--- config.mk ---
export PLATFORM = sky130hd
export DESIGN_NAME = instr_mem_loader
export DESIGN_NICKNAME = d
export VERILOG_FILES = /design/src/rtl/instr_mem_loader_pkg.sv /design/src/rtl/instr_mem_loader_byte_packer.sv /design/src/rtl/instr_mem_loader.sv
export SDC_FILE = /design/constraint.sdc
export NUM_CORES = 1
export LEC_CHECK = 0
export CORE_ASPECT_RATIO = 0.8
export CORE_UTILIZATION = 51
export DETAILED_ROUTE_END_ITERATION = 6
export PLACE_DENSITY = 0.81
export SYNTH_ARGS = -nofsm -noshare
export SYNTH_HDL_FRONTEND = slang
export SYNTH_SLANG_ARGS = --single-unit
--- constraint.sdc ---
create_clock -name clka -period 2.4 [get_ports clka]
set_input_delay 0.72 -clock clka [delete_from_list [all_inputs] [get_ports clka]]
set_output_delay 0.72 -clock clka [all_outputs]
set_load 0.01 [all_outputs]
--- src/rtl/instr_mem_loader_pkg.sv ---
// rtl/instr_mem_loader_pkg.sv - shared loader state encoding and constants
package instr_mem_loader_pkg;

  typedef enum logic [1:0] {
    ST_IDLE  = 2'd0,
    ST_LOAD  = 2'd1,
    ST_WRITE = 2'd2,
    ST_DONE  = 2'd3
  } load_state_t;

  localparam logic [31:0] HALT_WORD_DEFAULT = 32'hFFFF_FFFF;
  localparam int          BYTE_CNT_W        = 2;

endpackage

--- src/rtl/instr_mem_loader_byte_packer.sv ---
// rtl/instr_mem_loader_byte_packer.sv - 4-byte little-endian word assembler
module instr_mem_loader_byte_packer
  import instr_mem_loader_pkg::*;
(
  input  logic        clk,
  input  logic        rst_n,
  input  logic        clear,
  input  logic        byte_valid,
  input  logic [7:0]  byte_data,
  output logic        word_ready,
  output logic [31:0] word
);

  logic [BYTE_CNT_W-1:0] cnt_q;
  logic [23:0]           low_q;

  always_ff @(posedge clk or negedge rst_n) begin
    if (!rst_n) begin
      cnt_q <= '0;
      low_q <= '0;
    end else if (clear) begin
      cnt_q <= '0;
      low_q <= '0;
    end else if (byte_valid) begin
      cnt_q <= cnt_q + BYTE_CNT_W'(1);
      case (cnt_q)
        2'd0:    low_q[7:0]   <= byte_data;
        2'd1:    low_q[15:8]  <= byte_data;
        2'd2:    low_q[23:16] <= byte_data;
        default: ;
      endcase
    end
  end

  // The fourth byte bypasses storage so the word is available on its own edge.
  assign word_ready = byte_valid && !clear && (cnt_q == '1);
  assign word       = {byte_data, low_q};

endmodule

--- src/rtl/instr_mem_loader.sv ---
// rtl/instr_mem_loader.sv - UART byte stream to instruction RAM program loader
module instr_mem_loader
  import instr_mem_loader_pkg::*;
#(
  parameter int                   RAM_WIDTH = 32,
  parameter int                   ADDR_W    = 11,
  parameter logic [RAM_WIDTH-1:0] HALT_WORD = RAM_WIDTH'(HALT_WORD_DEFAULT)
) (
  input  logic                 clka,
  input  logic                 rsta_n,
  input  logic                 start_load,
  input  logic                 rx_valid,
  input  logic [7:0]           rx_data,
  input  logic [ADDR_W-1:0]    pc_addr,
  output logic [ADDR_W-1:0]    ram_addr,
  output logic                 ram_we,
  output logic [RAM_WIDTH-1:0] ram_wdata,
  output logic                 cpu_hold,
  output logic                 load_done,
  output logic                 err_full,
  output logic [ADDR_W-2:0]    word_count
);

  localparam int WPTR_W = ADDR_W - 2;
  localparam int CNT_W  = ADDR_W - 1;

  load_state_t            state_q, state_d;
  logic [WPTR_W-1:0]      wptr_q;
  logic [CNT_W-1:0]       word_count_q;
  logic [RAM_WIDTH-1:0]   wdata_q;
  logic                   load_done_q;
  logic                   err_full_q;

  logic                   start_ok;
  logic                   is_halt;
  logic                   is_last;
  logic                   pk_valid;
  logic                   pk_ready;
  logic [31:0]            pk_word;

  assign is_halt = (wdata_q == HALT_WORD);
  assign is_last = (wptr_q == '1);

  // A byte arriving during WRITE starts the next word unless the load is ending.
  assign pk_valid = rx_valid &&
                    ((state_q == ST_LOAD) ||
                     ((state_q == ST_WRITE) && !(is_halt || is_last)));

  instr_mem_loader_byte_packer u_byte_packer (
    .clk        (clka),
    .rst_n      (rsta_n),
    .clear      (start_ok),
    .byte_valid (pk_valid),
    .byte_data  (rx_data),
    .word_ready (pk_ready),
    .word       (pk_word)
  );

  always_ff @(posedge clka or negedge rsta_n) begin
    if (!rsta_n) state_q <= ST_IDLE;
    else         state_q <= state_d;
  end

  always_comb begin
    state_d  = state_q;
    start_ok = 1'b0;
    ram_we   = 1'b0;
    cpu_hold = 1'b0;
    case (state_q)
      ST_IDLE, ST_DONE: begin
        if (start_load) begin
          start_ok = 1'b1;
          state_d  = ST_LOAD;
        end
      end
      ST_LOAD: begin
        cpu_hold = 1'b1;
        if (pk_ready) state_d = ST_WRITE;
      end
      ST_WRITE: begin
        cpu_hold = 1'b1;
        ram_we   = 1'b1;
        state_d  = (is_halt || is_last) ? ST_DONE : ST_LOAD;
      end
      default: state_d = ST_IDLE;
    endcase
  end

  always_ff @(posedge clka or negedge rsta_n) begin
    if (!rsta_n) begin
      wptr_q       <= '0;
      word_count_q <= '0;
      wdata_q      <= '0;
      load_done_q  <= 1'b0;
      err_full_q   <= 1'b0;
    end else begin
      case (state_q)
        ST_IDLE, ST_DONE: begin
          if (start_load) begin
            wptr_q       <= '0;
            word_count_q <= '0;
            load_done_q  <= 1'b0;
            err_full_q   <= 1'b0;
          end
        end
        ST_LOAD: begin
          if (pk_ready) wdata_q <= RAM_WIDTH'(pk_word);
        end
        ST_WRITE: begin
          word_count_q <= word_count_q + CNT_W'(1);
          if (is_halt) begin
            load_done_q <= 1'b1;
          end else if (is_last) begin
            load_done_q <= 1'b1;
            err_full_q  <= 1'b1;
          end else begin
            wptr_q <= wptr_q + WPTR_W'(1);
          end
        end
        default: ;
      endcase
    end
  end

  assign ram_addr   = cpu_hold ? {wptr_q, 2'b00} : pc_addr;
  assign ram_wdata  = wdata_q;
  assign load_done  = load_done_q;
  assign err_full   = err_full_q;
  assign word_count = word_count_q;

endmodule

==> results of run 1 <==
layer usage:
layer | share of wire [%] | wire length, µm | vias to the layer above | track usage, %
met5 | 0 | 0 | - | 0
met2 | 48 | 4240 | 72 | 39.2
met3 | 4.0 | 353 | 13 | 4.55
li1 | - | - | 1357 | -
met1 | 47 | 4130 | 1464 | 34.6
met4 | 1.2 | 108 | 0 | 7.76
logic make-up (layout without fill, tap and decap cells):
family | after synthesis | after routing | synth area share (%)
compound gates | 36 | 36 | 7.21
xor+xnor | 4 | 4 | 0.913
fa+ha+maj | 10 | 10 | 3.26
buf+inv | 22 | 121 | 2.58
flops | 81 | 81 | 52.8
mux | 72 | 72 | 20.2
simple gates | 100 | 100 | 13.0
metrics by stage:
| step | setup slack, ns | std cells | utilization (%) |
|---|---|---|---|
| floorplan | 0.144 | 325 | - |
| finish | 0.0163 | 511 | 71.8 |
| detailed placement | -0.191 | 493 | 68.4 |
| CTS | -0.00393 | 511 | 71.0 |
| global placement | -0.161 | 493 | 68.4 |
| global route | -0.0194 | 511 | 71.8 |
worst max-delay path by stage:
stage	startpoint	end	slack (ns)	cells past startpoint
2_1_floorplan	state_q[0]	ram_addr[3]	0.14	5
3_3_place_gp	pc_addr[3]	ram_addr[3]	-0.16	3
3_5_place_dp	pc_addr[2]	ram_addr[2]	-0.19	3
4_1_cts	state_q[1]	ram_addr[2]	-0.004	4
5_1_grt	state_q[0]	ram_addr[6]	-0.02	5
6_report	state_q[1]	ram_addr[2]	0.02	4
power by group through the flow:
stage	combinational [mW]	sequential [mW]	clock, mW
finish	2.02	2.00	1.02
global route	2.18	2.05	1.10
CTS	1.96	2.00	1.05
detailed placement	1.97	2.02	0
global placement	1.90	2.00	0
floorplan	0.913	2.04	0
final cells by class:
type                    instances  share of cell area, %
flip-flops and latches         81                   40.0
multi-input cells             222                   34.4
repair buffers                 98                   18.9
clock buffers                  10                   2.72
well taps                      87                   2.15
clock inverters                 6                   1.28
inverters                       7                  0.519
critical path, cell delays in order, from the launching register on:
cell     delay, ns
dfrtp_1       0.42
ha_4          0.30
buf_12        0.12
mux2_2        0.34
buf_6         0.12
placed cells by master, fill, tap and decap left out, drive strengths merged:
cell type      instances
and2                   5
dfrtp                 81
o21ai                  8
nor3                   1
a21oi                  6
or3                    3
nand3                  2
buf                   30
and3                   5
mux2i                 29
nor4                   3
ha                    10
nand2                 53
o211ai                 4
clkdlybuf4s50         66
o211a                  1
xor2                   4
nand4                 13
a32o                   2
clkbuf                10
nand3b                 2
inv                    9
bufinv                 1
dlygate4sd2            2
a21o                   1
clkinvlp               1
nor2                  10
a311oi                 1
o22ai                  1
nand2b                 2
mux2                  43
o311ai                 3
a22o                   3
a211oi                 2
a31oi                  4
clkinv                 2
and4                   1
what timing repair did:
| action | in CTS | in global routing |
|---|---|---|
| endpoints found under the setup margin | 12 | 12 |
| setup buffers | 2 | 0 |
| gates resized for setup | 45 | 10 |
registers in the layout (all words and copies together), names as in the netlist:
register,count
load_done,1
word_count,10
u_byte_packer.low_q,24
wptr_q,9
u_byte_packer.cnt_q,2
ram_wdata,32
state_q,2
err_full,1
==> results.ini, run 1 <==
[synth]
synth_edf_count=0
synth_ff_type=dfrtp_1
synth_area_per_cell_um2=11.8
post-synth-top-count-cell=dfrtp_1
synthTopCellsByArea=dfrtp_1, mux2_2, mux2i_1
synth_top_cell_by_area=dfrtp_1
synth_commonest_cells=dfrtp_1, nand2_1, mux2_2
mappedNetlistArea_mm2=0.00384
yosysTopAreaCellShare_pct=52.8
async_reset_ff_share_pct=100
seq_area_frac_synth_pct=52.8
ys_types=39
synth_fp_nets=358
syn_inst=325
ys_seq_elements=81
yosys_warnings=0

[sta]
final.min_clock_period_ns=2.38
max-slew-margin-rel_pct=46.6
rsz0062_at_grt=yes
finalHoldViolations=0
clock_skew_ns=0.00956
fin_setup_tns_ns=0
finalSetupViolations=0
fin_crit_sh_pct=99.3
hold_slack_ns=0.309
worst_slew_pin_slew_ns=0.799
slew_violations=0
max_freq_ghz=0.420

[global_route]
antenna_found_initial=0
grt_pass1_wl_um=14900
overflow=0
first_global_vias=2959
grt_usage_pct=24.7
grt_max_degree=37

[cells_and_area]
final_nets=452
syn2layout_area_growth_pct=32.1
antenna_cells=0
multi_input_area_mm2=0.00174
regArea_mm2=0.00203
drive_gt1_share_pct=22.6
finalInstanceArea_mm2=0.00507
fill_cells=525

[floorplan]
die_w_um=99.0
die_h_um=79.6
core_area_mm2=0.00706
start_util_pct=54.3
dieArea_mm2=0.00787
io_pins=80
placement_rows=27

[route]
drc=0
viasPerCell=5.69
via_count=2906
ant_nets=0
wl_um=8830
drt_iter0_drc=135
drt_first_pass_iters=4
wl_per_cell_um=17.3

[power]
switching_share_pct=33.8
power.share.sequential_pct=39.7
power.internal_mw=3.34
pwr-share-clk_pct=20.2
p_comb_share_pct=40.1
p_switching_mw=1.70
ir_drop_mv=0.481
p_per_area_mw_per_mm2=995
leakage_nw=2.43
total_power_mw=5.04

[job]
cap_violations=0

[worst_setup_path]
r2r-start=wptr_q[0]
crit_path_end_kind=output port
reg2regPathDepth=8
crit_arrival_ns=1.66
path_class=reg2out
crit_fanout=9
reg2reg_slack_ns=0.14
cp-start-kind=flip-flop
cp.required_ns=1.68
r2r_end=u_byte_packer.low_q[2]

[worst_hold_path]
hold_class=in2async

[clocking]
cts-root-buf=clkbuf_8
cts_tree=yes
clk_pin_slew_ns=0.08
ctsHoldBuffers=0
cts_buffers=9
clk_latency_ns=0.35
clock_path_buffers=2
cts_sinks=81
cts.htree.levels=3

[placement]
gp_congestion=0.781
place_area_mm2=0.00483
dp.final_hpwl_um=6360
io_buffers=79

[run_status]
status=finished clean

Note: power is estimated with default switching activity, not from simulation.
==> run 2: changes to the inputs <==
CELL_PAD_IN_SITES_DETAIL_PLACEMENT = 2   (was default)
CELL_PAD_IN_SITES_GLOBAL_PLACEMENT = 2   (was default)
CORE_UTILIZATION = 33   (was 51)
PLACE_DENSITY = 0.8   (was 0.81)
==> run 2 against run 1 <==
Against the previous run: worst setup slack worse by 0.0044 ns; sequential cell count is the same; non-clock buffer count rose by 5; via count rose by 2.0%; largest power group unchanged.
==> results.ini, run 2 (synthesis results as in run 1) <==
[floorplan]
core_area_mm2=0.0111
dieArea_mm2=0.0121
start_util_pct=34.6
die_h_um=98.4
die_w_um=123
placement_rows=34
io_pins=80

[sta]
finalHoldViolations=0
finalSetupViolations=0
rsz0062_at_grt=yes
fin_crit_sh_pct=99.5
worst_slew_pin_slew_ns=0.864
max_freq_ghz=0.419
fin_setup_tns_ns=0
max-slew-margin-rel_pct=42.2
clock_skew_ns=0.00386
slew_violations=0
final.min_clock_period_ns=2.39

[placement]
gp_congestion=0.756
dp.final_hpwl_um=7830
dp_cells=552
place_area_mm2=0.00492
io_buffers=79

[global_route]
grt_pass1_wl_um=18600
grt_max_degree=37
first_global_vias=3367
antenna_found_initial=0
grt_usage_pct=20.4
overflow=0

[worst_setup_path]
cp_slowest_cell=dfrtp_1
crit_arrival_ns=1.67
timing.critical_path.slowest_cell_delay_ns=0.37
crit_chain=inv_2 > ha_4 > buf_12 > mux2_4 > buf_6
cp-start-kind=flip-flop
path_class=reg2out
crit_fanout=7
cp.required_ns=1.68
crit_path_end_kind=output port

[cells_and_area]
final_common_cell=dfrtp_1
layout_common_cells=dfrtp_1, clkdlybuf4s50_1, nand2_1
instances_no_fill=573
antenna_cells=0
syn2layout_area_growth_pct=40.6
drive_gt1_share_pct=23.8
final_nets=457
fin_util_pct=48.6
finalInstanceArea_mm2=0.00539
largest_register_ffs=32

[clocking]
ctsHoldBuffers=0
clk_pin_slew_ns=0.06
cts.htree.levels=3
cts-root-buf=clkbuf_16
cts_tree=yes
cts_buffers=9
clk_latency_ns=0.34
cts_sinks=81
clock_path_buffers=2

[power]
ir_drop_mv=0.380
p_per_area_mw_per_mm2=1080
leakage_nw=2.55

[job]
cap_violations=0

[route]
via_count=2965
viasPerCell=5.17
drt_iter0_drc=109
drt_first_pass_iters=4
wl_per_cell_um=20.1
wl_um=11500
ant_nets=0
drc=0

[run_status]
status=finished clean

[worst_hold_path]
hold_class=in2async

[run 2: cell count changes in the layout (fill, tap and decap cells not counted), moves of 3 or more]
| cell | change |
|---|---|
| clkbuf_8 | -10 |
| buf_2 | -3 |
| mux2_2 | -6 |
| mux2_4 | +6 |
| clkbuf_16 | +9 |
[run 2: report_power, final]
part	switching, mW	internal [mW]
registers	0.301	1.73
logic	1.02	1.26
clock network	0.591	0.922
[run 2: what timing repair did]
| action | 4_1_cts | 5_1_grt |
|---|---|---|
| endpoints found under the setup margin | 12 | 16 |
| gates resized for setup | 48 | 16 |
| gates cloned | 1 | 0 |
| buffers inserted | 3 | 1 |
| pin swaps | 0 | 1 |
[run 2: layout make-up]
type	count	area, µm²
fillers	1099	5710
inverters	7	26.3
clock inverters	7	103
well taps	144	180
repair buffers	103	1060
clock buffers	9	225
flip-flops and latches	81	2030
multi-input cells	222	1770
[run 2: through the flow]
stage / total power, mW / setup WS (ns) / hold slack [ns]
6_report: 5.82 / 0.0119 / 0.293
5_1_grt: 6.13 / -0.0453 / 0.305
3_5_place_dp: 4.06 / -0.229 / 0.498
3_3_place_gp: 3.95 / -0.161 / 0.486
4_1_cts: 5.75 / -0.0309 / 0.299
2_1_floorplan: 2.96 / 0.144 / 0.424
[run 2: metal layers]
metal  GRT usage (%)  wire, µm  up-vias
met5               0         0        -
li1                -         -     1360
met4            5.72       102        0
met1            27.8      5500     1550
met3            4.11       268       10
met2            33.0      5680       45
[run 2: critical path, delay by kind of cell, from the launching register on]
| family | cells | cell delay (ns) |
|---|---|---|
| flip-flops | 1 | 0.37 |
| buffers and inverters | 3 | 0.32 |
| adder cells (fa/ha/maj) | 1 | 0.31 |
| multiplexers | 1 | 0.31 |
[run 2: path summary, 6_finish.rpt]
| kind | slack, ns | endpoint | start | cells after the start |
|---|---|---|---|---|
| worst max register to register | 0.06 | u_byte_packer.low_q[17] | wptr_q[0] | 9 |
| min in group clka | 0.51 | ram_wdata[13] | u_byte_packer.low_q[13] | 1 |
| worst min register to register | 0.51 | ram_wdata[13] | u_byte_packer.low_q[13] | 1 |
| worst min-delay path | 0.29 | ram_wdata[22] | rsta_n | 1 |
| worst max-delay path | 0.01 | ram_addr[10] | state_q[0] | 5 |
| max in group asynchronous | 1.47 | load_done | rsta_n | 2 |
